**src/rtl/seq_detector.sv**
```systemverilog
`timescale 1ns/1ps
`default_nettype none
// ============================================================================
//  Module   : seq_detector
//  Brief    : Serial pattern detector with gap-tolerant sampling, optional
//             overlapping matches, a registered one-cycle match pulse and a
//             saturating match counter.
//  Revision : 1.0 - initial release
// ============================================================================
module seq_detector #(
    parameter int           N       = 3,
    parameter logic [N-1:0] PATTERN = 3'b101,
    parameter bit           OVERLAP = 1'b1,
    parameter int           CW      = 8
) (
    input  logic          clock,
    input  logic          nreset,
    input  logic          en,
    input  logic          clr,
    input  logic          inp,
    output logic          outp,
    output logic [CW-1:0] match_count
);

    localparam int           FW        = $clog2(N + 1);
    localparam logic [FW-1:0] FILL_ZERO = '0;
    localparam logic [FW-1:0] FILL_ONE  = FW'(1);
    localparam logic [FW-1:0] FILL_FULL = FW'(N);
    localparam logic [CW-1:0] CNT_MAX   = '1;

    // Occupancy of the history register; the exact bit count lives in fill_q
    typedef enum logic [1:0] {
        EMPTY   = 2'd0,
        PARTIAL = 2'd1,
        FULL    = 2'd2
    } fill_state_t;

    fill_state_t     state_q, state_d;
    logic [N-1:0]    hist_q,  hist_d;
    logic [FW-1:0]   fill_q,  fill_d;
    logic            outp_q,  outp_d;
    logic [CW-1:0]   count_q, count_d;

    logic [N-1:0]    hist_shift;
    logic [FW-1:0]   fill_adv;
    logic            fill_bad;
    logic            match;

    // Next-state computation: clear, illegal-encoding recovery, then sampling
    always_comb begin
        hist_d     = hist_q;
        fill_d     = fill_q;
        state_d    = state_q;
        outp_d     = 1'b0;
        count_d    = count_q;
        hist_shift = {hist_q[N-2:0], inp};
        fill_bad   = (fill_q > FILL_FULL);
        fill_adv   = FILL_ONE;
        match      = 1'b0;

        case (state_q)
            EMPTY:   fill_adv = FILL_ONE;
            PARTIAL: fill_adv = fill_q + FILL_ONE;
            FULL:    fill_adv = FILL_FULL;
            default: fill_bad = 1'b1;
        endcase

        // Match is judged on the post-update history and fill level
        match = (hist_shift == PATTERN) && (fill_adv == FILL_FULL);

        if (clr) begin
            fill_d  = FILL_ZERO;
            state_d = EMPTY;
            count_d = '0;
        end else if (fill_bad) begin
            fill_d  = FILL_ZERO;
            state_d = EMPTY;
        end else if (en) begin
            hist_d = hist_shift;
            fill_d = fill_adv;
            if (match) begin
                outp_d = 1'b1;
                if (count_q != CNT_MAX) begin
                    count_d = count_q + CW'(1);
                end
                // Non-overlapping mode: every bit of a match is consumed
                if (!OVERLAP) begin
                    fill_d = FILL_ZERO;
                end
            end
            if (fill_d == FILL_ZERO) begin
                state_d = EMPTY;
            end else if (fill_d == FILL_FULL) begin
                state_d = FULL;
            end else begin
                state_d = PARTIAL;
            end
        end
    end

    // State, history, pulse and counter registers with asynchronous reset
    always_ff @(posedge clock or negedge nreset) begin
        if (!nreset) begin
            state_q <= EMPTY;
            hist_q  <= '0;
            fill_q  <= FILL_ZERO;
            outp_q  <= 1'b0;
            count_q <= '0;
        end else begin
            state_q <= state_d;
            hist_q  <= hist_d;
            fill_q  <= fill_d;
            outp_q  <= outp_d;
            count_q <= count_d;
        end
    end

    assign outp        = outp_q;
    assign match_count = count_q;

endmodule
`default_nettype wire
```
**config.mk**
```make
export PLATFORM = sky130hd
export DESIGN_NAME = seq_detector
export DESIGN_NICKNAME = d
export VERILOG_FILES = /design/src/rtl/seq_detector.sv
export SDC_FILE = /design/constraint.sdc
export NUM_CORES = 1
export LEC_CHECK = 0
export ABC_CLOCK_PERIOD_IN_PS = 1900
export BUFFER_PORTS_ARGS = -buffer_cell sky130_fd_sc_hd__clkbuf_2
export CAP_MARGIN = 40
export CELL_PAD_IN_SITES_DETAIL_PLACEMENT = 0
export CELL_PAD_IN_SITES_GLOBAL_PLACEMENT = 1
export CORE_MARGIN = 8
export CORE_UTILIZATION = 37
export CTS_BUF_LIST = sky130_fd_sc_hd__clkbuf_16
export CTS_CLUSTER_DIAMETER = 200
export CTS_CLUSTER_SIZE = 40
export DETAILED_ROUTE_END_ITERATION = 10
export PLACE_DENSITY = 0.76
export REMOVE_ABC_BUFFERS = 1
export SETUP_SLACK_MARGIN = 0.02
export SYNTH_ARGS = -nofsm -noshare
export SYNTH_HDL_FRONTEND = slang
export SYNTH_SLANG_ARGS = --single-unit
```
**constraint.sdc**
```tcl
create_clock -name clock -period 1.9 [get_ports clock]
set_clock_uncertainty 0.15 [all_clocks]
set_input_delay 0.19 -clock clock [delete_from_list [all_inputs] [get_ports clock]]
set_output_delay 0.19 -clock clock [all_outputs]
set_load 0.03 [all_outputs]
```
Word level (Yosys, flattened, before mapping) --
Index checks and enable logic that the tools add are counted.
Word-level totals: input bits 5, word-level logic and storage cells 45, flip-flop bits (word level) 15
Operators by class: bitwise logic cells 2, reduce and logical (&&, ||, !) cells 10, eq/ne operators 6, $add $sub $neg 2, $lt $le $gt $ge 1, mux-type cells 19
Operators by type and width (count):
- $mux 8 | 5
- $mux 2 | 8
- $add 8x1->8 const B | 1
- $ne 8x8->1 const B | 1
- $reduce_bool 2->1 | 3
- $mux 1 | 5
- $eq 2x2->1 const B | 2
- $logic_not 2->1 | 2
- $pmux 2 s2 | 1
- $reduce_and 4->1 | 1
- $eq 3x3->1 const B | 1
- $reduce_and 3->1 | 1
- $reduce_bool 3->1 | 1
- $reduce_or 3->1 | 1
- $add 2x1->2 const B | 1
- $eq 2x1->1 const B | 1
- $gt 2x2->1 const B | 1
- $ne 2x2->1 const B | 1
- $not 1->1 | 2
- $logic_and 1x1->1 | 1

Logic depth before layout (Yosys ltp) --
Gate-level depths: netlist (run 1).
depth after elaboration 8, gate-level depth with buffers 9

Least setup slack after synthesis (run 1) --
No wires, ideal clock.
path kind register to register, start register state_q[1], end register count_q[5] (netlist: match_count[5]), clock period less this slack 2065 ps, path buffers 0, cell stages (with the launch flop) 9, setup slack -165 ps, arrival time 1837 ps, library setup time 78 ps, cells stage by stage dfrtp_1 -> inv_1 -> ha_1 -> inv_1 -> o21ai_0 -> ha_1 -> nand3_2 -> or4_1 -> a21oi_1
Between the ends: cells in the longest elaborated chain, start to end 6, elaborated cells between the ends (all ways) 11, classes of those cells 4 x eq/ne; 2 x mux; 5 x reduce/logical
Ends and longest elaborated chain:
- start: declaration | RTL line 38 | fill_state_t state_q, state_d;
- start signal: assignment | RTL line 110 | state_q <= state_d;
- $eq 2x2->1 / $eq 2x1->1 (equally long branches) | RTL line 61 | case (state_q)
- $pmux 2 s2 | RTL line 61
- $eq 2x2->1 | RTL line 69 | match = (hist_shift == PATTERN) && (fill_adv == FILL_FULL);
- $logic_and 1x1->1 | RTL line 69
- $reduce_bool 2->1 (no source line)
- $reduce_and 4->1 (no source line) (*)
- end signal: assignment | RTL line 114 | count_q <= count_d;
- end: declaration | RTL line 42 | logic [CW-1:0] count_q, count_d;
Every way passes the cells marked *; elsewhere a longest branch is shown, timed or not. A chain may end at the register's enable or synchronous reset.

Worst setup path after layout (run 1) --
Same ends and word-level chain as after synthesis.

==> impl_metrics.ini, run 1 <==
[worst_setup_path]
cp-start-kind = register
critPathMaxFanout = 6
crit_type = register to register
crit_required_ps = 1920
cp_slowest_cell = or4_1
worstPathArrival_ps = 2080
cp-end-kind = register
path_cells = ha_4 > nor2_4 > o21ai_2 > ha_2 > nand3_4 > or4_1 > a21oi_1
slowest_delay_ps = 510

[grt]
grt_overflow_total = 0
grt_max_degree = 16
antenna_found_initial = 0
grtUsageTotal = 0.115
first_global_vias = 828
grt_pass1_wl_um = 3720

[layout]
regArea_um2 = 377
final_nets = 129
fillCellCount = 195
n_antenna_cell = 0
multi_input_area_um2 = 573
layout-drive-gt1-share = 0.521
stdcell_area_um2 = 1300
syn2layout_area_growth_pct = 52.2

[job]
maxCapViolations = 0

[floorplan]
die_h_um = 64.0
core_um2 = 2190
die_area_um2 = 4100
fp.dieW_um = 64.0
io_pins = 14
fp-row-count = 17
start_util = 0.389

[logic_synthesis]
ys_ff_latch = 15
synth_xor_area_frac = 0.0103
avgSynthCellArea_um2 = 9.92
synth_edf_count = 0
synth.top_cells.by_area = dfrtp_1 44%, ha_1 8.8%, a21oi_1 4.7%
syn_area_um2 = 853
seq_area_frac_synth = 0.440
synth_top_cell_by_area = dfrtp_1
synth_top_cell_area_share = 0.440
synth-compound-area-share = 0.138
synth.distinct_cells = 30
ys_warn_count = 0
synth_fa_ha_area_frac = 0.0880
netlist_instances = 86
synth_top_family_by_area = simple AND/OR/NAND/NOR gates
synth_common_cells = 15 x dfrtp_1, 8 x a21oi_1, 6 x ha_1
synth_mux_area_frac = 0.0499
postSynth.asyncResetShare = 1.00
synth_most_common_cell = dfrtp_1
yosys.area_share.simple = 0.230
ys.flop_type = dfrtp_1

[detailed_routing]
dr.max_layer_used = met4
wl_um = 2200
via_per_inst = 5.41
final_antenna_net_count = 0
dr.pass1.iters = 4
wl_met3_um = 73
num_vias = 785
drc = 0
dr_wl_met2_um = 1110
met1Wirelength_um = 975
drtIter0Drc = 26
wl_per_cell_um = 15.2

[placed_design]
dpl-instance-area_um2 = 1020
io_buffers = 13
dpl_worst_slack_ps = -255
dp_hpwl_um = 1510
place.gp.congestion = 0.784

[timing]
setup_viol = 8
worst-slew-pin-transition_ps = 547
max-slew-margin-rel = 0.635
rsz0062_at_grt = true
period_share = 1.09
holdWs_ps = 54.5
setup_tns_ps = -773
fin_crit_ps = 2060
fmax_ghz = 0.484
finalHoldViolCount = 0
slew_viol_final = 0
setup_slack_ps = -164

[clock_network]
clock_path_buffers = 2
clk_pin_slew_ps = 50
cts_buffers = 3
cts.sinks = 15
insertion_delay_ps = 240
cts_max_level = 1
cts_root_buffer = clkbuf_16
tritoncts = done

[run_status]
status = finished with violations
violations = negative setup slack

[power]
powerDensity_nw_per_um2 = 653
ir_worst_vdd_mv = 0.363
power_leakage_nw = 0.561
p_total_mw = 0.848

[worst_hold_path]
hp-class = primary input to register
[layer usage]
| metal | vias up | GRT usage |
|---|---|---|
| met5 | - | 0 |
| met4 | 0 | 0.0669 |
| met3 | 5 | 0.0279 |
| met2 | 12 | 0.193 |
| met1 | 389 | 0.130 |
| li1 | 379 | - |
[sequential cells by signal (all words and copies together), names as in the netlist]
register and count:
outp 1, state_q 2, hist_q 2, fill_q 2, match_count 8
[report_power, final]
part	total [mW]	switching [mW]	internal, mW
Combinational	0.108	0.0502	0.0575
Clock	0.394	0.117	0.278
Sequential	0.346	0.0125	0.334
Total	0.848	0.179	0.669
[layout by cell type (no fill, tap or decap), drive strengths merged, types with 2 or more instances in the layout]
master | synthesis | final
or4 | 3 | 3
nor3 | 3 | 3
nor2 | 5 | 5
and4 | 2 | 2
nand2 | 3 | 3
o31ai | 5 | 5
dfrtp | 15 | 15
clkbuf | 3 | 16
nand3 | 5 | 5
or3 | 3 | 3
a21oi | 8 | 8
mux2 | 2 | 2
mux2i | 2 | 2
inv | 5 | 6
buf | 1 | 17
ha | 6 | 6
o21ai | 3 | 3
[timing repair]
action | CTS | global route
cloned | 1 | 0
buffers inserted | 1 | 3
hold buffers | 1 | 0
gates resized for setup | 11 | 19
pin swaps | 14 | 13
endpoints found under the setup margin | 9 | 9
endpoints found under the hold margin | 15 | 0
[final cells by class]
cell class                      instances  area share
Timing Repair Buffer                   31       0.167
Inverter                                5      0.0145
Clock buffer                            3      0.0578
Multi-Input combinational cell         62       0.441
Tap cell                               28      0.0270
Clock inverter                          1     0.00289
Sequential cell                        15       0.290
[metrics by stage]
| stage | instances | utilization |
|---|---|---|
| after global routing | 145 | 0.593 |
| final | 145 | 0.593 |
| after detailed placement | 135 | 0.468 |
| after global placement | 135 | 0.468 |
| after CTS | 142 | 0.533 |
| after floorplan | 82 | - |
[worst paths after layout]
| path | to | startpoint | depth (start not counted) | slack (ps) |
|---|---|---|---|---|
| max | match_count[5] | state_q[1] | 7 | -160 |
| min | hist_q[0] | inp | 2 | 50 |
| max reg2reg | match_count[5] | state_q[1] | 7 | -160 |
| min reg2reg | hist_q[1] | hist_q[0] | 1 | 370 |
| max in group asynchronous | state_q[0] | nreset | 2 | 1060 |
| min in group asynchronous | state_q[1] | nreset | 2 | 250 |
[cells by family after synthesis]
family	Yosys count
buffers and inverters	9
DFF	15
adders and majority gates	6
and+or+nand+nor	32
AOI/OAI and AO/OA	19
xor gates and xnor gates	1
muxes	4
[worst max-delay path, delay by kind of cell, from the launching register on]
kind	cells	cell delay [ps]
compound gates	2	210
fa+ha+maj	2	540
flops	1	430
simple gates	3	650
No activity file was read; power rests on OpenSTA's default activity.
==> inputs of run 2 (changes only) <==
CORE_MARGIN = not set   (was 8)
PLACE_DENSITY = not set   (was 0.76)
PLACE_DENSITY_LB_ADDON = 0.08   (was not set)
==> run 2 against run 1 <==
The flow still finishes with violations (negative setup slack). Hold slack improved by 2.3 ps. Register-to-register slack improved by 20 ps. Via count rose by 1.0%. Critical path depth rose by 1. Highest routed layer unchanged.
==> impl_metrics.ini, run 2 (same netlist as run 1, synthesis figures left out) <==
[detailed_routing]
wl_per_cell_um = 14.1
drtIter0Drc = 8
dr.max_layer_used = met4
via_per_inst = 5.29
drc = 0
met1Wirelength_um = 953
wl_met3_um = 83
wl_um = 2120
num_vias = 793
dr_wl_met2_um = 1070
final_antenna_net_count = 0
dr.pass1.iters = 4

[floorplan]
io_pins = 14
die_area_um2 = 2500
die_h_um = 50.0
start_util = 0.389
fp.dieW_um = 50.0
fp-row-count = 17
core_um2 = 2190

[clock_network]
cts_root_buffer = clkbuf_16
cts.sinks = 15
cts_max_level = 1
cts_buffers = 3
tritoncts = done
insertion_delay_ps = 240
clk_pin_slew_ps = 50
clock_path_buffers = 2

[timing]
rsz0062_at_grt = true
setup_slack_ps = -146
period_share = 1.08
fin_crit_ps = 2050
setup_viol = 8
slew_viol_final = 0
worst-slew-pin-transition_ps = 399
fmax_ghz = 0.489
max-slew-margin-rel = 0.734
finalHoldViolCount = 0

[worst_setup_path]
critPathMaxFanout = 6
crit_type = register to register
cp_num_buf_inv = 1
reg2reg_depth = 8
cp_slowest_cell = or4_4
crit_cells = 8
cp-startpoint = state_q[1]
rr_startpoint = state_q[1]
cp_top_family = simple AND/OR/NAND/NOR gates
worstPathArrival_ps = 2070
rrSetupSlack_ps = -150
cp-start-kind = register
cp_common_cell = a21oi_2
slowest_delay_ps = 530
cp-end-kind = register
worstReg2RegEnd = match_count[4]
crit_required_ps = 1920
path_cells = inv_2 > ha_4 > a21oi_2 > nor2_2 > ha_2 > nand3_4 > or4_4 > a21oi_2
endpoint = match_count[4]

[layout]
final_common_cell = buf_4
layout_common_cells = 21 x buf_4, 14 x dfrtp_1, 13 x clkbuf_2
largest_reg_flops = 8
final_nets = 134
layout-drive-gt1-share = 0.508
n_antenna_cell = 0
syn2layout_area_growth_pct = 50.6
fillCellCount = 203
final_core_util = 0.587

[run_status]
status = finished with violations
violations = negative setup slack

[placed_design]
dpl_worst_slack_ps = -293
io_buffers = 13
place.gp.congestion = 0.725
dp_hpwl_um = 1540

[grt]
antenna_found_initial = 0
grt_overflow_total = 0
grt_max_degree = 16
grtUsageTotal = 0.191
first_global_vias = 795
grt_pass1_wl_um = 3580

[power]
power_leakage_nw = 0.581
powerDensity_nw_per_um2 = 651
ir_worst_vdd_mv = 0.381
p_total_mw = 0.836

[worst_hold_path]
whs_path_depth = 2
hp-class = primary input to register

[job]
maxCapViolations = 0
[run 2: cell count changes in the layout (fill, tap and decap cells not counted), moves of 3 or more]
| cell | delta |
|---|---|
| o31ai_1 | +5 |
| a21oi_1 | -3 |
| a21oi_2 | +4 |
| buf_4 | +7 |
| o31ai_2 | -5 |
[run 2: power by group]
group	switching [mW]	internal, mW
registers	0.0114	0.333
clock network	0.119	0.278
logic	0.0458	0.0488
[run 2: worst min path at each step]
stage,start,end,slack (ps)
2_1_floorplan,nreset,fill_q[0],-260
3_5_place_dp,nreset,state_q[1],-10
6_report,inp,hist_q[0],60
5_1_grt,inp,hist_q[0],70
4_1_cts,inp,hist_q[0],60
3_3_place_gp,nreset,state_q[0],-20
[run 2: per-layer routing]
metal  track usage  up-vias
met5             0        -
met2         0.338       17
met1         0.239      388
met4        0.0429        0
li1              -      386
met3        0.0278        2
[run 2: timing repair]
action                                  CTS  global route
hold endpoints to repair                 15             0
buffers inserted                          2             1
pin swaps                                 8            10
resized for setup                         9            16
endpoints found under the setup margin    9             8
hold buffers                              1             0
[run 2: stage by stage]
step           TNS (ps)  hold WS, ps  instances  cell area, um^2
2_1_floorplan     -1310         -256         82              835
3_3_place_gp      -1330        -18.4        142             1080
3_5_place_dp      -2110        -13.4        142             1080
4_1_cts           -1440         63.5        149             1220
5_1_grt           -1760         68.3        150             1280
6_report           -953         56.8        150             1280
[run 2: layout make-up]
class / count / area, um^2 / area share
Sequential cell: 15 / 377 / 0.293
Clock inverter: 1 / 3.75 / 0.00292
Tap cell: 28 / 35.0 / 0.0273
Inverter: 5 / 18.8 / 0.0146
Clock buffer: 3 / 75.1 / 0.0584
Multi-Input combinational cell: 62 / 532 / 0.414
Timing Repair Buffer: 36 / 244 / 0.190
